### src/rtl/mul_issue_ctrl.sv
// Round-robin issue control for the shared multiplier with a credit-protected result FIFO.
// Optional MUL_STALL_CNT_EN adds a saturating stall_cnt output.
module mul_issue_ctrl #(
  parameter int NUM_RS     = 3,
  parameter int TAG_W      = 4,
  parameter int LAT        = 3,
  parameter int OBUF_DEPTH = 8
) (
  input  logic                    clk,
  input  logic                    rst_n,
  input  logic                    flush,
  input  logic [NUM_RS-1:0]       rs_req,
  input  logic [NUM_RS*TAG_W-1:0] rs_tag,
  input  logic [NUM_RS*32-1:0]    rs_opa,
  input  logic [NUM_RS*32-1:0]    rs_opb,
  output logic [NUM_RS-1:0]       rs_gnt,
  output logic [31:0]             mul_a,
  output logic [31:0]             mul_b,
  input  logic [63:0]             mul_p,
  output logic                    cdb_valid,
  output logic [TAG_W-1:0]        cdb_tag,
  output logic [63:0]             cdb_data,
  input  logic                    cdb_ready,
  output logic                    busy
`ifdef MUL_STALL_CNT_EN
  ,
  output logic [31:0]             stall_cnt
`endif
);

  localparam int PTR_W = (NUM_RS > 1) ? $clog2(NUM_RS) : 1;
  localparam int FP_W  = $clog2(OBUF_DEPTH);
  localparam int CNT_W = $clog2(OBUF_DEPTH + 1);

  localparam logic [CNT_W-1:0] DEPTH_C = CNT_W'(OBUF_DEPTH);
  localparam logic [PTR_W-1:0] RS_LAST = PTR_W'(NUM_RS - 1);
  localparam logic [FP_W-1:0]  FP_LAST = FP_W'(OBUF_DEPTH - 1);

  logic [PTR_W-1:0] rr_q, rr_d, gidx;
  logic             found, allow;
  int               idx;

  logic             iss_vld_q;
  logic [TAG_W-1:0] iss_tag_q;
  logic [31:0]      a_q, b_q;

  logic [LAT-1:0]   pv_q;
  logic [TAG_W-1:0] ptag_q [LAT];
  logic [63:0]      pdat_q [LAT];

  logic [TAG_W-1:0] ftag_q [OBUF_DEPTH];
  logic [63:0]      fdat_q [OBUF_DEPTH];
  logic [FP_W-1:0]  wp_q, rp_q;
  logic [CNT_W-1:0] fcnt_q, cnt_q;

  logic push, pop, nempty;

  // Reset also gates the grant so nothing is offered while held in reset.
  always_comb begin
    allow  = rst_n && (cnt_q < DEPTH_C) && !flush;
    rs_gnt = '0;
    gidx   = '0;
    found  = 1'b0;
    idx    = 0;
    for (int k = 0; k < NUM_RS; k++) begin
      idx = (int'(rr_q) + k) % NUM_RS;
      if (allow && !found && rs_req[idx]) begin
        found       = 1'b1;
        rs_gnt[idx] = 1'b1;
        gidx        = PTR_W'(idx);
      end
    end
  end

  always_comb begin
    rr_d = rr_q;
    if (found) begin
      rr_d = (gidx == RS_LAST) ? '0 : gidx + 1'b1;
    end
  end

  assign nempty    = (fcnt_q != '0);
  assign push      = pv_q[LAT-1];
  assign pop       = nempty && cdb_ready && !flush;
  assign cdb_valid = nempty;
  assign cdb_tag   = nempty ? ftag_q[rp_q] : '0;
  assign cdb_data  = nempty ? fdat_q[rp_q] : '0;
  assign busy      = (cnt_q != '0);
  assign mul_a     = a_q;
  assign mul_b     = b_q;

  always_ff @(posedge clk or negedge rst_n) begin
    if (!rst_n) begin
      rr_q      <= '0;
      iss_vld_q <= 1'b0;
      iss_tag_q <= '0;
      a_q       <= '0;
      b_q       <= '0;
      pv_q      <= '0;
      for (int i = 0; i < LAT; i++) begin
        ptag_q[i] <= '0;
        pdat_q[i] <= '0;
      end
      for (int i = 0; i < OBUF_DEPTH; i++) begin
        ftag_q[i] <= '0;
        fdat_q[i] <= '0;
      end
      wp_q   <= '0;
      rp_q   <= '0;
      fcnt_q <= '0;
      cnt_q  <= '0;
    end else if (flush) begin
      iss_vld_q <= 1'b0;
      pv_q      <= '0;
      wp_q      <= '0;
      rp_q      <= '0;
      fcnt_q    <= '0;
      cnt_q     <= '0;
    end else begin
      rr_q      <= rr_d;
      iss_vld_q <= found;
      if (found) begin
        iss_tag_q <= rs_tag[int'(gidx)*TAG_W +: TAG_W];
        a_q       <= rs_opa[int'(gidx)*32 +: 32];
        b_q       <= rs_opb[int'(gidx)*32 +: 32];
      end
      // Stages never stall: credit reserves a FIFO slot per issue.
      pv_q[0]   <= iss_vld_q;
      ptag_q[0] <= iss_tag_q;
      pdat_q[0] <= mul_p;
      for (int i = 1; i < LAT; i++) begin
        pv_q[i]   <= pv_q[i-1];
        ptag_q[i] <= ptag_q[i-1];
        pdat_q[i] <= pdat_q[i-1];
      end
      if (push) begin
        ftag_q[wp_q] <= ptag_q[LAT-1];
        fdat_q[wp_q] <= pdat_q[LAT-1];
        wp_q         <= (wp_q == FP_LAST) ? '0 : wp_q + 1'b1;
      end
      if (pop) begin
        rp_q <= (rp_q == FP_LAST) ? '0 : rp_q + 1'b1;
      end
      unique case ({push, pop})
        2'b10:   fcnt_q <= fcnt_q + 1'b1;
        2'b01:   fcnt_q <= fcnt_q - 1'b1;
        default: fcnt_q <= fcnt_q;
      endcase
      unique case ({found, pop})
        2'b10:   cnt_q <= cnt_q + 1'b1;
        2'b01:   cnt_q <= cnt_q - 1'b1;
        default: cnt_q <= cnt_q;
      endcase
    end
  end

`ifdef MUL_STALL_CNT_EN
  logic [31:0] stall_q;
  logic        stall_ev;

  assign stall_ev = ((|rs_req) && !found && !flush)
                  || (nempty && !cdb_ready);

  always_ff @(posedge clk or negedge rst_n) begin
    if (!rst_n) begin
      stall_q <= '0;
    end else if (flush) begin
      stall_q <= '0;
    end else if (stall_ev && (stall_q != '1)) begin
      stall_q <= stall_q + 1'b1;
    end
  end

  assign stall_cnt = stall_q;
`endif

endmodule

### config.mk
export PLATFORM = sky130hd
export DESIGN_NAME = mul_issue_ctrl
export DESIGN_NICKNAME = d
export VERILOG_FILES = /design/src/rtl/mul_issue_ctrl.sv
export SDC_FILE = /design/constraint.sdc
export NUM_CORES = 1
export LEC_CHECK = 0
export CORE_UTILIZATION = 48
export DETAILED_ROUTE_END_ITERATION = 16
export GPL_TIMING_DRIVEN = 0
export PLACE_DENSITY = 0.7
export SLEW_MARGIN = 10
export SYNTH_ARGS = -nofsm -noshare
export SYNTH_HDL_FRONTEND = slang
export SYNTH_SLANG_ARGS = --single-unit
### constraint.sdc
create_clock -name clk -period 4.05 [get_ports clk]
set_input_delay 0.81 -clock clk [delete_from_list [all_inputs] [get_ports clk]]
set_output_delay 0.81 -clock clk [all_outputs]
set_load 0.05 [all_outputs]
# Word level (Yosys, flattened, before mapping)
# Cells that the tools add are included.
# totals
ff_bits,836
latchBits,0
ramBits,0
rom_bits,0
output_inout_bits,137
word_cells,144
memories,0
# op_classes
n_addsub,9
mul,0
n_div,3
magnitude_cmp,10
eq_ne,7
shift,3
muxes,51
bitwise,5
reduce_logical,24
# op_table
op,n
512-bit bitwise mux,1
64-bit two-way mux,4
64-bit binary-select mux with 3-bit select,1
64-bit demux with 3-bit select,1
96-bit by 8-bit variable part select with 32-bit output,2
32-bit by 1-bit >= comparator with 1-bit output (second input constant),3
32-bit by 4-bit less-than comparator with 1-bit output (second input constant),3
32-bit by 3-bit modulo with 32-bit output (second input constant),2
32-bit bitwise mux,1
3-bit by 3-bit modulo with 32-bit output (second input constant),1
3-bit two-way mux,10
4-bit two-way mux,6
4-bit one-hot mux with 2 select lines,2
1-bit logical AND,13
1-bit two-way mux,13
4-bit binary-select mux with 3-bit select,1
4-bit demux with 3-bit select,1
12-bit by 5-bit variable part select with 4-bit output,1
4-bit by 1-bit adder with 4-bit output (second input constant),2
4-bit >= comparator (second input constant),2
2-bit two-way mux,4
3-bit NOT with 4-bit output,2
4-bit nonzero test,2
4-bit by 1-bit subtractor with 4-bit output (second input constant),2
other kinds (17),32

# Logic depth before layout (Yosys ltp)
# depth
word_depth,17
depth_mapped,17
mapped_depth_nobuf,15

# Worst setup path before layout
# Ideal clock, no wire load.
# synth_path
path_kind,input-to-reg
startpoint,input port flush
endpoint,register cnt_q[2]
arrival_ns,3.054
slack_ns,0.896
stages,13
path_cell_list,nor3b_2 -> o21ai_2 -> nor3_4 -> nor2_2 -> inv_1 -> buf_2 -> nor3_2 -> ha_1 -> nor3_1 -> a21oi_1 -> nor4_1 -> a211o_1 -> a311oi_1
# synth_between
elab_chain_cells,15
word_cells_on_any_way,18
# synth_lines
element,line,rtl
from (decl),11,"input logic flush,"
1-bit zero test,"60, 84",
1-bit logical AND,60,allow = rst_n && (cnt_q < DEPTH_C) && !flush;
1-bit logical AND,67,if (allow && !found && rs_req[idx]) begin
1-bit two-way mux,67,
1-bit zero test,67,
1-bit logical AND (2 in series),67,
1-bit two-way mux,67,
1-bit zero test,67,
1-bit logical AND (2 in series),67,
1-bit two-way mux,67,
2-bit by 1-bit equality test with 1-bit output or 2-bit equality test (tied branches),149,"unique case ({found, pop})"
4-bit one-hot mux with 2 select lines,149,
4-bit two-way mux,112,end else if (flush) begin
to (signal assigned),150,2'b10: cnt_q <= cnt_q + 1'b1;
to (signal assigned),151,2'b01: cnt_q <= cnt_q - 1'b1;
to (signal assigned),152,default: cnt_q <= cnt_q;
to (decl),54,"logic [CNT_W-1:0] fcnt_q, cnt_q;"
# Parallel ways exist; a longest one is shown, timed or not.
# A chain may end at the register's enable or synchronous reset.

# Worst setup path after layout
# layout_path
startpoint,register rp_q[1]
endpoint,output port cdb_data[22]
# layout_between
elab_chain_cells,5
# layout_lines
element,line,rtl
from (decl),53,"logic [FP_W-1:0] wp_q, rp_q;"
from (signal assigned),142,rp_q <= (rp_q == FP_LAST) ? '0 : rp_q + 1'b1;
3-bit NOT with 4-bit output (not written as such),87,assign cdb_data = nempty ? fdat_q[rp_q] : '0;
64-bit binary-select mux with 3-bit select,87,
64-bit two-way mux (not written as such) (2 in series),87,
64-bit two-way mux,87,
to (decl),22,"output logic [63:0] cdb_data,"
# Every way passes these cells. The select of a mux whose other input is x is not followed.

==> summary.md <==
| Metric | Value |
|---|---|
| Synthesized area per cell | 15.3 um^2 |
| Net Sw Power | 9.55 mW |
| 1st-iter DRT viols | 1252 |
| Area of the mapped netlist | 0.0367 mm^2 |
| Post-synthesis simple-gate area fraction | 2.57% |
| Post-synthesis sequential area ratio | 57.1% |
| Largest net degree at the start of global routing | 122 |
| Switching fraction of total power | 35.2% |
| Via density | 5.79 |
| RD Place Congestion | 0.914 |
| Clock Latency Late Sink | 650 ps |
| Total track usage | 25.9% |
| Worst EP arrival | 3110 ps |
| Footprint of the multi-input gates | 0.0149 mm^2 |
| Layout Nets | 3208 |
| Row Count | 100 |
| Critical path endpoint category | output port |
| FF+latch count, synth | 836 |
| CTS root buf | clkbuf_16 |
| Drt total wl | 98800 um |
| CP startpoint kind | flip-flop |
| Vias | 23000 |
| Final Hold Viols | 0 |
| Int Power | 17.6 mW |
| First drt pass iteration count | 6 |
| CP delay by family, top | buffers and inverters |
| Outcome | completed |
| Clock slew at reported path FFs | 60 ps |
| Synth async-reset ratio | 100% |
| Wirelength per Cell | 24.9 um |
| Yosys cell types | 60 |
| Hold Path Class | input port to async pin |
| Number of max-cap violations | 0 |
| Synth Instances | 2403 |
| Crit-path max cell delay | 580 ps |
| FILL cells | 5786 |
| Clock Tree Buf Depth | 3 |
| PortBufs | 411 |
| DIE HEIGHT | 278 um |
| Worst VDD drop | 0.000480 V |
| Layout area overhead | 23.8% |
| Setup violations, final | 0 |
| Cell taking the most area after synthesis | dfrtp_1 |
| Die area | 0.0775 mm^2 |
| TritonCTS clock tree | done |
| Compound-Gate Fraction of Synth Area | 4.00% |
| DRC Markers | 0 |
| Boundary pin count | 412 |
| CP Cell Sequence | clkbuf_2 -> clkbuf_2 -> mux4_2 -> mux2i_1 -> nor2_1 -> dlygate4sd2_1 |
| Flop-to-flop setup slack | 350 ps |
| Global-route wire length before repair | 152000 um |
| Crit path max-delay cell type | dlygate4sd2_1 |
| Share of the synthesized area in the top cell type | 57.1% |
| Top FF cell, synth | dfrtp_1 |
| Core Region | 0.0751 mm^2 |
| Total gr overflow | 0 |
| Cell area after layout | 0.0454 mm^2 |
| Layout cells sized above 1 | 38.0% |
| Req. time, crit path | 3240 ps |
| Relative slew slack | 18.6% |
| Slew Viols, Final | 0 |
| Initial antenna violation count | 13 |
| Vias in the first global route | 25100 |
| Most frequent cells in the layout | dfrtp_1 (836), mux2_2 (748), clkdlybuf4s50_1 (339), mux4_2 (136), nor2_1 (109) |
| FF-to-FF Start | rr_q[1] |
| Pwr/cell area | 598 mW/mm^2 |
| Largest family of logic cells by synthesized area | multiplexers |
| Worst-path fanout max | 10 |
| Yosys warns | 0 |
| Worst slew pin tran | 1220 ps |
| Fin crit period | 3920 ps |
| Mux share of post-synthesis cell area | 33.3% |
| CTS sink count | 836 |
| CP bufs+invs | 3 |
| Clock skew | 31.9 ps |
| Clock power frac | 29.8% |
| Mapped Nets | 2691 |
| HPWL after DPL | 69200 um |
| Seq pwr share | 38.0% |
| Fin crit share | 96.8% |
| Setup crit start | rp_q[1] |
| Initial Utilization | 48.8% |
| Adder-Cell Fraction of Synth Area | 0.464% |
| Combinational Power Share | 32.2% |
| Die width | 278 um |
| Post-DP Area | 0.0422 mm^2 |
| Most frequent cell on the critical path | clkbuf_2 |
| Seq. cell area | 0.0209 mm^2 |
| Post-synth EDFFs | 0 |
| Post-route ant nets | 0 |
| Xor-xnor portion of the synthesized cell area | 0.0955% |
| RSZ-0062 raised after global routing | yes |
| TritonCTS Buffers | 89 |
| Final Power | 27.2 mW |
| Leakage | 21.0 nW |
| F_max | 0.255 GHz |
| WS Path Type | flip-flop to output port |
| Synth area leaders | dfrtp_1 (57%), mux2_2 (23%), mux4_2 (8.4%) |
| H-tree Lvls | 3 |
| Commonest non-fill, non-tap cell in the layout | dfrtp_1 |
==> power by group through the flow <==
stage          Clock, mW  Sequential [mW]  Combinational (mW)
6_report            8.09             10.3                8.75
5_1_grt             8.58             10.5                9.25
4_1_cts             8.27             10.3                8.79
3_5_place_dp           0             10.4                8.80
3_3_place_gp           0             10.4                8.63
2_1_floorplan          0             11.2                4.62
==> flip-flops by register name, summed over array words and instances, names as in the netlist, 12 cells and up <==
signal / cells
fdat_q: 512
pdat_q: 192
ftag_q: 32
mul_a: 32
mul_b: 32
ptag_q: 12
==> routing by layer <==
layer | wire (um) | track usage (%) | vias up
met1 | 37700 | 30.5 | 12200
met5 | 9 | 0 | -
met3 | 4790 | 5.20 | 209
met4 | 4720 | 12.5 | 2
li1 | - | - | 9968
met2 | 51600 | 45.4 | 665
==> worst paths after layout <==
check                          endpoint  cells after the start
max                        cdb_data[22]                      6
max reg2reg                    cnt_q[3]                     16
min                         pdat_q[126]                      1
max in group asynchronous    fdat_q[32]                      4
min in group clk                pv_q[1]                      1
min reg2reg                     pv_q[1]                      1
==> final cells by class <==
class                      count  area share, %
multi-input combinational   1352           32.8
antenna                       14         0.0772
sequential                   836           46.1
clock buffer                 143           5.98
buffer                       173           1.87
tap                          969           2.67
inverter                      42          0.347
clock inverter                20          0.485
timing repair buffer         426           9.68
==> what timing repair did <==
action | CTS | global route
hold buffers | 0 | 0
buffers inserted | 3 | 0
setup endpoints to repair | 77 | 41
pin swaps | 1 | 1
gates resized for setup | 137 | 17
gates cloned | 3 | 0
==> Yosys cell counts (6+ instances only) <==
cell / number
mux2i_1: 74
buf_2: 43
nand2b_1: 6
inv_1: 42
a221o_1: 38
a221oi_1: 26
clkbuf_1: 79
a222oi_1: 6
a22o_1: 38
nor2_1: 109
nor2b_1: 6
ha_1: 12
mux2_2: 748
a21oi_1: 40
mux4_2: 136
dfrtp_1: 836
or3_1: 28
nand2_1: 15
buf_1: 44
==> kinds of logic after synthesis <==
group                    count (synthesis)
buffers and inverters                  215
adder cells (fa/ha/maj)                 13
AND/OR/NAND/NOR                        195
multiplexers                           958
flip-flops                             836
AO/OA/AOI/OAI                          182
XOR/XNOR                                 4
==> worst register-to-register path: cells and delay by family (launching register included) <==
family / cells / cell delay [ps]
compound gates: 3 / 490
fa+ha+maj: 2 / 540
buf+inv: 4 / 640
flops: 1 / 410
mux: 1 / 260
simple gates: 6 / 1230
==> per-stage QoR <==
stage	setup WS [ps]	TNS (ps)	cells	utilization [%]	hold slack [ps]
6_report	128	0	3975	60.5	18.1
2_1_floorplan	897	0	2403	-	439
4_1_cts	11.1	0	3961	60.4	25.3
3_3_place_gp	-33230	-	3783	55.9	455
5_1_grt	-34.5	-34.5	3972	60.5	3.56
3_5_place_dp	-1110	-39190	3792	56.3	462
(Power assumes the default switching activity.)
